$ cat src/rtl/alu_arbiter.sv
// Round-robin arbiter sharing one combinational ALU between two requesters.
// Each granted request is evaluated the same cycle and its result, source
// port, tag and illegal-code flag are queued in a small response FIFO.
module alu_arbiter #(
    parameter int unsigned WIDTH      = 64,
    parameter int unsigned CTRL_W     = 4,
    parameter int unsigned TAG_W      = 4,
    parameter int unsigned RESP_DEPTH = 2
) (
    input  logic              clk,
    input  logic              rst_n,
    input  logic              req0_valid,
    output logic              req0_ready,
    input  logic [WIDTH-1:0]  req0_a,
    input  logic [WIDTH-1:0]  req0_b,
    input  logic [CTRL_W-1:0] req0_ctrl,
    input  logic [TAG_W-1:0]  req0_tag,
    input  logic              req1_valid,
    output logic              req1_ready,
    input  logic [WIDTH-1:0]  req1_a,
    input  logic [WIDTH-1:0]  req1_b,
    input  logic [CTRL_W-1:0] req1_ctrl,
    input  logic [TAG_W-1:0]  req1_tag,
    output logic [WIDTH-1:0]  alu_a,
    output logic [WIDTH-1:0]  alu_b,
    output logic [CTRL_W-1:0] alu_ctrl,
    input  logic [WIDTH-1:0]  alu_result,
    output logic              resp_valid,
    input  logic              resp_ready,
    output logic [WIDTH-1:0]  resp_data,
    output logic              resp_src,
    output logic [TAG_W-1:0]  resp_tag,
    output logic              resp_err
);

    localparam int unsigned PTR_W = (RESP_DEPTH > 1) ? $clog2(RESP_DEPTH) : 1;
    localparam int unsigned CNT_W = PTR_W + 1;

    typedef struct packed {
        logic [WIDTH-1:0] data;
        logic             src;
        logic [TAG_W-1:0] tag;
        logic             err;
    } resp_t;

    resp_t             mem_q [RESP_DEPTH];
    resp_t             head;
    resp_t             push_entry;
    logic [PTR_W-1:0]  wr_ptr_q, rd_ptr_q;
    logic [CNT_W-1:0]  count_q, count_d;
    logic              rr_q;
    logic [WIDTH-1:0]  last_a_q, last_b_q;
    logic [CTRL_W-1:0] last_ctrl_q;
    logic              space, grant0, grant1, push, pop, legal;

    // Grant: single requester wins outright, contention resolved by rr pointer.
    // Nothing is readied while reset is asserted.
    always_comb begin
        pop    = resp_valid & resp_ready;
        space  = rst_n & ((count_q < CNT_W'(RESP_DEPTH)) | pop);
        grant0 = space & req0_valid & (~req1_valid | ~rr_q);
        grant1 = space & req1_valid & (~req0_valid | rr_q);
        push   = grant0 | grant1;
        req0_ready = grant0;
        req1_ready = grant1;
    end

    // Operand mux; ALU inputs hold their last value when nothing is granted.
    always_comb begin
        alu_a    = last_a_q;
        alu_b    = last_b_q;
        alu_ctrl = last_ctrl_q;
        if (grant0) begin
            alu_a    = req0_a;
            alu_b    = req0_b;
            alu_ctrl = req0_ctrl;
        end else if (grant1) begin
            alu_a    = req1_a;
            alu_b    = req1_b;
            alu_ctrl = req1_ctrl;
        end
    end

    // Legal-code decode and the entry to be queued on a handshake.
    always_comb begin
        legal = (alu_ctrl == CTRL_W'(4'b0000)) | (alu_ctrl == CTRL_W'(4'b0001)) |
                (alu_ctrl == CTRL_W'(4'b0010)) | (alu_ctrl == CTRL_W'(4'b0011)) |
                (alu_ctrl == CTRL_W'(4'b0100)) | (alu_ctrl == CTRL_W'(4'b0110));
        push_entry.data = legal ? alu_result : '0;
        push_entry.src  = grant1;
        push_entry.tag  = grant1 ? req1_tag : req0_tag;
        push_entry.err  = ~legal;
    end

    // Occupancy next-state from push/pop.
    always_comb begin
        count_d = count_q;
        if (push && !pop) begin
            count_d = count_q + 1'b1;
        end else if (pop && !push) begin
            count_d = count_q - 1'b1;
        end
    end

    // Control state: pointers, count, rr pointer and held ALU operands.
    always_ff @(posedge clk or negedge rst_n) begin
        if (!rst_n) begin
            wr_ptr_q    <= '0;
            rd_ptr_q    <= '0;
            count_q     <= '0;
            rr_q        <= 1'b0;
            last_a_q    <= '0;
            last_b_q    <= '0;
            last_ctrl_q <= '0;
        end else begin
            count_q <= count_d;
            if (push) begin
                wr_ptr_q    <= wr_ptr_q + 1'b1;
                rr_q        <= grant0;
                last_a_q    <= alu_a;
                last_b_q    <= alu_b;
                last_ctrl_q <= alu_ctrl;
            end
            if (pop) begin
                rd_ptr_q <= rd_ptr_q + 1'b1;
            end
        end
    end

    // FIFO storage; stale contents are masked by resp_valid so no reset needed.
    always_ff @(posedge clk) begin
        if (push) begin
            mem_q[wr_ptr_q] <= push_entry;
        end
    end

    // Head outputs, forced to zero while the FIFO is empty.
    always_comb begin
        resp_valid = (count_q != '0);
        head       = resp_valid ? mem_q[rd_ptr_q] : '0;
        resp_data  = head.data;
        resp_src   = head.src;
        resp_tag   = head.tag;
        resp_err   = head.err;
    end

endmodule

$ cat config.mk
export PLATFORM = sky130hd
export DESIGN_NAME = alu_arbiter
export DESIGN_NICKNAME = d
export VERILOG_FILES = /design/src/rtl/alu_arbiter.sv
export SDC_FILE = /design/constraint.sdc
export NUM_CORES = 1
export LEC_CHECK = 0
export CORE_AREA = 2 2 211 213
export CTS_BUF_LIST = sky130_fd_sc_hd__clkbuf_2
export CTS_CLUSTER_SIZE = 30
export DETAILED_ROUTE_END_ITERATION = 7
export DIE_AREA = 0 0 213 215
export SLEW_MARGIN = 40
export SYNTH_ARGS = -nofsm -noshare
export SYNTH_HDL_FRONTEND = slang
export SYNTH_SLANG_ARGS = --single-unit
$ cat constraint.sdc
create_clock -name clk -period 5.2 [get_ports clk]
set_input_delay 1.56 -clock clk [delete_from_list [all_inputs] [get_ports clk]]
set_output_delay 1.56 -clock clk [all_outputs]
set_load 0.01 [all_outputs]
==> metrics, run 1 <==
status=finished, final reports clean; met2 WL=24.9 mm; Seq/Total Area, Yosys=62.3%; post-route setup TNS=0 ns; Rows=77; Max IR drop VDD=0.226 mV; Antenna Nets Post-Route=0; Slew Viols, Final=0; fraction of synthesized area in multiplexers=5.72%; Post-synth EDFFs=140; IO Port Bufs=545; crit-path max FO=23; Core Area=43600 um2; Hold Path Class=in -> async; TritonCTS Buffers=78; die height=215 um; WP data required=3.64 ns; Final setup viols=0; met1 wire length=18.6 mm; share of cells above drive strength 1=15.4%; via count=11500; Slowest-stage cell, CP=clkdlybuf4s50_1; Synth Flop Type=edfxtp_1; crit path time final=5.07 ns; simple-gate area share of the yosys netlist=15.1%; Detailed Route WL=49.3 mm; Post-Syn Area per Cell=10.9 um2; crit-path cells=dlygate4sd2_1 -> nor2_2 -> or3_4 -> buf_4 -> buf_12 -> a22oi_2 -> nand2_1 -> clkdlybuf4s50_1; # clock sinks=277; CP Launch Type=primary input; DR WL/cell=20.1 um; register bit total from synthesis=277; xor/xnor cell area share of the yosys netlist=0.357%; Final #Nets=2143; asr flop ratio synth=49.5%; RePlAce Congestion=0.870; Top-Level Pins=546; largest stage delay on the critical path=0.47 ns; Clock Latency Late Sink=0.92 ns; clk root buf=clkbuf_2; CTS tree=done; count of final hold-check violations=0; vias in the first global route=12100; Adder-Cell Fraction of Synth Area=0.102%; PwrDens=462 nW/um2; Syn Inst Count=1129; Post-Syn Nets=1471; antenna violations before repair=16; Cell Area, Synth=12300 um2; Layout area overhead=65.0%; final instance area=20200 um2; Leak=0.00971 uW; die width=213 um; main combinational cell family by area after synthesis=simple AND/OR/NAND/NOR gates; final core utilization=46.3%; Slew HR=44.1%; final period utilization=97.6%; Fill cells=4205; area of the multi-input gates=4480 um2; WS Path Type=in -> out; RSZ-0062 raised after global routing=false; CTS H-tree lvls=3; CTS clk-pin slew, worst paths=0.08 ns; Compound-Gate Fraction of Synth Area=13.7%; Setup Slack @ Placement=-0.207 ns; fmax=0.197 GHz; nature of the critical path endpoint=output port; first-pass GRT wire length=72.7 mm; clk buf depth=3; cell family with most CP delay=buffers and inverters; DP Area=19200 um2; Clock Skew=0.0779 ns; register area=7640 um2; GRT Overall Usage=21.1%; GR Overflow Total=0; Buf/Inv on CP=4; worst-margin pin slew=0.839 ns; Syn. warnings=0; DRC Markers=0; Starting DRT DRC Count=631; hpwl dp=35.4 mm; Die ar.=45800 um2; largest net degree at the start of global routing=67; max-cap violations=0; drt pass-1 iters=6; Unique masters post-synth=31; uppermost routed layer=met5; starting density of the core=28.1%; final worst slack=0.127 ns; Via density=4.70; WP data arrival=3.51 ns; WL met3=4.68 mm
-- state kept, by name, indices dropped and copies added (netlist names) --
register,flops
last_a_q,64
wr_ptr_q,1
last_b_q,64
mem_q,140
last_ctrl_q,4
rd_ptr_q,1
count_q,2
rr_q,1
-- area by class of cell --
| type | count | share of cell area (%) |
|---|---|---|
| clock inverters | 17 | 0.730 |
| inverters | 11 | 0.217 |
| diodes | 10 | 0.124 |
| flip-flops and latches | 277 | 37.8 |
| clock buffers | 113 | 2.80 |
| repair buffers | 671 | 32.5 |
| multi-input cells | 762 | 22.2 |
| well taps | 592 | 3.66 |
-- timing repair --
action                                  CTS  global route
pin swaps                                 3             2
endpoints found under the setup margin  132            57
buffers inserted                          1             7
gates cloned                              2             1
gates resized for setup                 114            14
hold buffers                              0             0
-- power by group --
group          switching [uW]  internal [uW]
clock network             945            721
logic                    2200           2160
registers                 289           3030
total                    3430           5900
-- cell families (layout without fill, tap and decap cells) --
| kind of cell | Yosys count | after routing |
|---|---|---|
| compound gates | 201 | 201 |
| xor+xnor | 5 | 5 |
| fa+ha+maj | 1 | 1 |
| buf+inv | 91 | 812 |
| flops | 277 | 277 |
| mux | 70 | 70 |
| other cells | 0 | 10 |
| simple gates | 484 | 485 |
-- stage by stage --
stage / hold slack (ns) / instances / total power [uW]
global route: 0.293 / 2451 / 9960
floorplan: 0.458 / 1129 / 5310
finish: 0.445 / 2453 / 9340
global placement: 0.477 / 2301 / 7790
detailed placement: 0.479 / 2301 / 7820
CTS: 0.298 / 2434 / 9440
-- worst reg2reg max path: stages, from the launching register on --
cell	delay (ns)
dfrtp_1	0.50
nor2b_2	0.24
or3_4	0.45
a222oi_1	0.37
buf_4	0.71
o21ai_0	0.26
-- cells in the mapped netlist, types with 2 or more instances --
cell / n / area (um2)
edfxtp_1: 140 / 4200
clkbuf_1: 62 / 233
xnor2_1: 3 / 26.3
nor2_1: 74 / 278
xor2_1: 2 / 17.5
nand2b_1: 2 / 12.5
inv_1: 9 / 33.8
buf_1: 15 / 56.3
inv_2: 2 / 7.51
mux2i_1: 70 / 701
nand2_1: 401 / 1510
a22oi_1: 129 / 968
dfrtp_1: 137 / 3430
buf_2: 3 / 15.0
o211a_1: 64 / 641
-- placed cells by master (no fill, tap or decap), types with 2 or more instances in the layout --
cell type | Yosys | layout
a22oi_1 | 129 | 105
a22oi_2 | 0 | 24
buf_12 | 0 | 16
buf_4 | 0 | 103
buf_6 | 0 | 6
bufinv_16 | 0 | 3
clkbuf_2 | 0 | 113
clkdlybuf4s50_1 | 0 | 453
clkinv_1 | 0 | 11
dfrtp_1 | 137 | 136
diode_2 | 0 | 10
dlygate4sd2_1 | 0 | 85
dlymetal6s2s_1 | 0 | 6
edfxtp_1 | 140 | 140
inv_1 | 9 | 9
inv_2 | 2 | 3
mux2i_1 | 70 | 70
nand2_1 | 401 | 401
nor2_1 | 74 | 71
nor2_4 | 0 | 2
o211a_1 | 64 | 64
or3_4 | 0 | 2
xnor2_1 | 3 | 3
xor2_1 | 2 | 2
-- worst paths after layout --
| path | from | to | slack [ns] | cells past startpoint |
|---|---|---|---|---|
| min reg2reg | last_a_q[58] | last_a_q[58] | 0.50 | 2 |
| min in group clk | last_a_q[58] | last_a_q[58] | 0.50 | 2 |
| max | req1_valid | alu_b[16] | 0.13 | 8 |
| max in group asynchronous | rst_n | last_b_q[9] | 3.54 | 3 |
| min | rst_n | rr_q | 0.45 | 1 |
| max reg2reg | count_q[1] | mem_q[1][0] | 2.38 | 5 |
-- per-layer routing --
layer,GRT usage [%],up-vias
li1,-,5368
met1,23.7,5576
met2,36.0,484
met3,8.64,85
met4,7.23,12
met5,0,-
(Power assumes the default switching activity.)
==> run 2, diff against run 1 <==
CAP_MARGIN = 20   (was unset)
SLEW_MARGIN = 5   (was 40)
==> run 2 against run 1 <==
- register-to-register slack got worse by 1.2 ns
- count of clock-buffer cells in the layout shrank 7
- clock power shrank 5%
- global-route usage about the same
==> metrics, run 2 (synthesized netlist as in run 1, its figures left out) <==
Via density=4.73 (+0.68%); DR WL/cell=20.2 um (+0.72%); crit-path max FO=10 (-57%); IO Port Bufs=545 (unchanged); vias in the first global route=12200 (+0.59%); Largest regs=mem_q (140), last_a_q (64), last_b_q (64); crit path time final=5.07 ns (-0.00318 ns); reg2reg start=count_q[1]; Fill cells=4149 (-1.3%); Min Hold Slack=0.421 ns (-0.0245 ns); Die ar.=45800 um2 (unchanged); fmax=0.197 GHz (about the same); drt pass-1 iters=5 (-1); Starting DRT DRC Count=584 (-7.4%); max-cap violations=0 (unchanged); status=finished, final reports clean; largest net degree at the start of global routing=67 (unchanged); CTS tree=done; GR Overflow Total=0 (unchanged); GRT Overall Usage=21.1% (about the same); max reg flops=140 (unchanged); WP data required=3.64 ns (about the same); PwrDens=459 nW/um2 (-0.70%); cell total after placement=2301 (unchanged); WS Path Type=in -> out; via count=11600 (+1.0%); most used routing layer in global routing=met2; Reg2Reg Setup Slack=1.17 ns (-1.21 ns); Clock Skew=0.0581 ns (-0.0198 ns); WP data arrival=3.51 ns (about the same); Leak=0.00978 uW (+0.67%); Final #Nets=2157 (+0.65%); CTS Hold Bufs=0 (unchanged); Antenna Nets Post-Route=0 (unchanged); Final setup viols=0 (unchanged); Layout area overhead=66.4%; CP Launch Type=primary input; Core Area=43600 um2 (unchanged); # clock sinks=277 (unchanged); antenna violations before repair=18 (+2); Global Route met1 Usage=23.7% (about the same); Slew Viols, Final=0 (unchanged); final period utilization=97.5% (about the same); met3 Usage GRT=7.94% (-0.70 points); share of cells above drive strength 1=16.1% (+0.67 points); Slew HR=39.9% (-4.2 points); clk buf depth=3 (unchanged); Hold Path Class=in -> async; starting density of the core=28.1% (unchanged); most frequent cells in the layout=clkdlybuf4s50_1 (453), nand2_1 (401), edfxtp_1 (140); Clock Latency Late Sink=0.95 ns (+0.03 ns); first-pass GRT wire length=73.0 mm (+0.43%); Top-Level Pins=546 (unchanged); worst-margin pin slew=0.902 ns (+0.0636 ns); die width=213 um (unchanged); clk root buf=clkbuf_2; count of final hold-check violations=0 (unchanged); Max IR drop VDD=0.197 mV (-13%); CTS H-tree lvls=3 (unchanged); Final Non-Filler Cells=2462 (+0.37%); CTS clk-pin slew, worst paths=0.08 ns (about the same); die height=215 um (unchanged); total power=9350 uW (+0.13%); reg2reg end=mem_q[0][0]; RePlAce Congestion=0.870 (unchanged); RSZ-0062 raised after global routing=false; Rows=77 (unchanged); post-route setup TNS=0 ns (unchanged); most common cell after layout, fill and taps aside=clkdlybuf4s50_1; Detailed Route WL=49.9 mm (+1.1%); nature of the critical path endpoint=output port; TritonCTS Buffers=77 (-1.3%); DRC Markers=0 (unchanged); Top reg by flops=mem_q; GR Util met2=36.5% (+0.54 points); hpwl dp=35.3 mm (about the same); cells on worst reg2reg path=18 (+13)
==> run 2: changes by cell type in the layout (fill, tap and decap cells not counted), sizes merged, moves of 2 or more <==
cell	change
buf	+13
clkbuf	-5
clkinv	-5
diode	+5
clkinvlp	+2
dlygate4sd2	-2
dlymetal6s2s	+2
==> run 2: power breakdown <==
group	switching, uW	leakage (uW)	total (uW)	internal [uW]
combinational	2220	0.00628	4430	2210
clock	909	0.000498	1590	684
sequential	295	0.00301	3320	3030
==> run 2: how the worst max path moves through the flow <==
stage,start,end,slack [ns],cells past startpoint
2_1_floorplan,resp_ready,alu_ctrl[0],0.47,7
4_1_cts,resp_ready,alu_a[7],-0.1,7
3_5_place_dp,req1_valid,alu_b[11],-0.20,7
5_1_grt,req1_valid,alu_a[10],0.05,7
3_3_place_gp,req1_valid,alu_b[11],-0.17,7
6_report,req1_valid,alu_a[13],0.13,7
==> run 2: cell type report <==
type | instances | area [um2] | share of cell area [%]
sequential | 277 | 7640 | 37.5
inverter | 11 | 43.8 | 0.215
clock inverter | 13 | 135 | 0.663
timing repair buffer | 685 | 6740 | 33.0
clock buffer | 106 | 531 | 2.60
tap | 592 | 741 | 3.63
multi-input combinational | 763 | 4520 | 22.2
antenna | 15 | 37.5 | 0.184
==> run 2: repair_timing <==
item	4_1_cts	5_1_grt
gates cloned	2	5
hold endpoints to repair	0	0
gates resized for setup	109	33
setup endpoints to repair	132	59
buffers inserted	15	5
pin swaps	3	2
==> run 2: stage by stage <==
step	setup WS (ns)	utilization, %	cell area, um2
4_1_cts	-0.0966	46.0	20100
6_report	0.130	46.7	20400
3_5_place_dp	-0.197	44.1	19200
5_1_grt	0.0530	46.7	20400
3_3_place_gp	-0.171	44.1	19200
2_1_floorplan	0.469	-	12300
==> run 2: critical path, cell delays in order <==
cell	delay [ns]
dlygate4sd2_1	0.38
nor2_4	0.10
or3_4	0.48
buf_12	0.20
a22oi_1	0.18
nand2_1	0.09
clkdlybuf4s50_1	0.50
==> run 2: per-layer routing <==
metal / routed length (um) / vias to the layer above / share of wire (%)
met5: 67 / - / 0.13
met4: 1160 / 10 / 2.3
met3: 4440 / 77 / 8.9
met2: 25300 / 476 / 51
met1: 18900 / 5686 / 38
li1: - / 5397 / -
==> run 3, diff against run 2 <==
SETUP_SLACK_MARGIN = 0.3   (was unset)
==> run 3 against run 2 <==
- utilization grew 0.62 points
- combinational power increased by 2%
- clock power about the same
- final cell count up 0.81%
- global-route usage rose by 0.71 points
- routed wire length increased by 1.9%
- setup slack gained 0.25 ns
- clock skew fell by 0.0079 ns
- register-to-register slack improved by 0.02 ns
- critical path depth grew 1
- critical endpoint is now alu_b[51]
- highest routed layer unchanged
==> metrics, run 3 (synthesized netlist as in run 1, its figures left out) <==
cell family with most CP delay=buffers and inverters; CTS H-tree lvls=3 (unchanged); Clock Skew=0.0502 ns (-0.00791 ns); Leak=0.00992 uW (+1.4%); Critical Path Stages=8 (+1); final core utilization=47.3% (+0.62 points); RSZ-0062 raised after global routing=false; CTS clk-pin slew, worst paths=0.08 ns (about the same); Largest regs=mem_q (140), last_a_q (64), last_b_q (64); crit path time final=4.82 ns (-0.250 ns); WP data arrival=3.26 ns (-0.25 ns); Top reg by flops=mem_q; status=finished, final reports clean; crit-path max FO=10 (unchanged); first-pass GRT wire length=75.1 mm (+2.9%); Via density=4.74 (+0.17%); starting density of the core=28.1% (unchanged); fmax=0.207 GHz (+5.2%); RePlAce Congestion=0.870 (unchanged); antenna violations before repair=24 (+6); vias in the first global route=12400 (+2.1%); Layout area overhead=68.6%; total power=9400 uW (+0.57%); Detailed Route WL=50.8 mm (+1.9%); Final setup viols=0 (unchanged); hpwl dp=35.3 mm (unchanged); most frequent cells in the layout=clkdlybuf4s50_1 (421), nand2_1 (401), edfxtp_1 (140); via count=11800 (+0.98%); DP Area=19200 um2 (unchanged); Die ar.=45800 um2 (unchanged); Top-Level Pins=546 (unchanged); Worst Setup SP=req1_valid; # clock sinks=277 (unchanged); Slew HR=39.8% (-0.087 points); PwrDens=455 nW/um2 (-0.74%); Slowest-stage cell, CP=or3_4; Antenna Nets Post-Route=0 (unchanged); Clock Latency Late Sink=0.95 ns (about the same); switching power=3470 uW (+1.3%); part of the power in registers=35.1% (-0.4 points); max-cap violations=0 (unchanged); DR WL/cell=20.5 um (+1.1%); Comb pwr share=48.0% (+0.6 points); Hold Path Class=in -> async; Core Area=43600 um2 (unchanged); count of final hold-check violations=0 (unchanged); reg2reg start=count_q[1]; worst-margin pin slew=0.904 ns (+0.00130 ns); clk root buf=clkbuf_2; WP data required=3.64 ns (about the same); TritonCTS Buffers=77 (unchanged); die height=215 um (unchanged); clock share of power=17.0% (about the same); WS Path Type=in -> out; die width=213 um (unchanged); most common cell after layout, fill and taps aside=clkdlybuf4s50_1; CTS tree=done; final period utilization=92.7% (-4.8 points); crit-path cells=buf_2 -> nor2_4 -> or3_4 -> buf_6 -> buf_12 -> a22oi_1 -> nand2_1 -> dlygate4sd2_1; largest stage delay on the critical path=0.54 ns (+0.04 ns); internal power=5930 uW (+0.16%); DRC Markers=0 (unchanged); Final #Nets=2175 (+0.83%); Rows=77 (unchanged); GR Overflow Total=0 (unchanged); cells on worst reg2reg path=18 (unchanged); nature of the critical path endpoint=output port; max reg flops=140 (unchanged); clk buf depth=3 (unchanged); GRT Overall Usage=21.8% (+0.71 points); share of cells above drive strength 1=17.9% (+1.8 points); IO Port Bufs=545 (unchanged); final instance area=20700 um2 (+1.3%); Starting DRT DRC Count=627 (+7.4%); Max IR drop VDD=0.198 mV (+0.49%); Slew Viols, Final=0 (unchanged); Buf/Inv on CP=4 (+1); CP Launch Type=primary input; largest net degree at the start of global routing=67 (unchanged); drt pass-1 iters=7 (+2); Switching Fraction=36.9% (+0.26 points)
==> run 3: worst register-to-register path: stages, from the launching register on <==
cell and delay, ns:
dfrtp_1 0.49, nor2b_2 0.26, or3_4 0.46, a222oi_1 0.37, buf_4 0.18, buf_4 0.09
buf_4 0.09, buf_4 0.09, buf_4 0.09, buf_4 0.09, buf_4 0.09, buf_4 0.09
buf_4 0.09, buf_4 0.09, buf_4 0.09, buf_4 0.09, buf_4 0.09, buf_4 0.63
o21ai_0 0.26
==> run 3: final timing paths <==
path                                 to  slack [ns]
min                                rr_q        0.42
max                           alu_b[51]        0.38
max reg2reg                 mem_q[0][0]        1.19
min reg2reg                last_b_q[48]        0.50
max in group asynchronous   last_b_q[2]        3.52
min in group clk           last_b_q[48]        0.50
==> run 3: metal layers <==
| metal | vias up | global-route usage [%] | share of wire, % |
|---|---|---|---|
| met4 | 10 | 8.30 | 2.5 |
| met2 | 481 | 37.7 | 51 |
| met5 | - | 0 | 0.13 |
| met3 | 85 | 8.02 | 8.9 |
| met1 | 5753 | 24.3 | 38 |
| li1 | 5431 | - | - |
==> run 3: power by group through the flow <==
stage / combinational (uW) / clock (uW) / sequential [uW]
floorplan: 2110 / 0 / 3200
global placement: 4450 / 0 / 3330
detailed placement: 4480 / 0 / 3340
CTS: 4550 / 1680 / 3300
finish: 4510 / 1590 / 3300
global route: 4870 / 1780 / 3350
==> run 3: area by class of cell <==
type | count | area, um2
diodes | 17 | 42.5
clock inverters | 13 | 135
inverters | 11 | 43.8
fillers | 4127 | 23000
well taps | 592 | 741
multi-input cells | 763 | 4600
clock buffers | 106 | 531
flip-flops and latches | 277 | 7640
repair buffers | 703 | 6930
==> run 3: per-stage QoR <==
stage               setup TNS, ns  setup slack, ns  instances  hold slack (ns)
floorplan                       0            0.469       1129            0.458
global placement           -12.91           -0.171       2301            0.477
detailed placement         -14.89           -0.197       2301            0.479
CTS                             0            0.303       2461            0.274
global route                    0            0.294       2480            0.266
finish                          0            0.380       2482            0.415
==> run 3: timing repair <==
action / in CTS / in global routing
gates resized for setup: 208 / 5
buffers inserted: 31 / 4
hold buffers: 0 / 0
pin swaps: 5 / 1
gates cloned: 10 / 0
endpoints found under the setup margin: 135 / 91
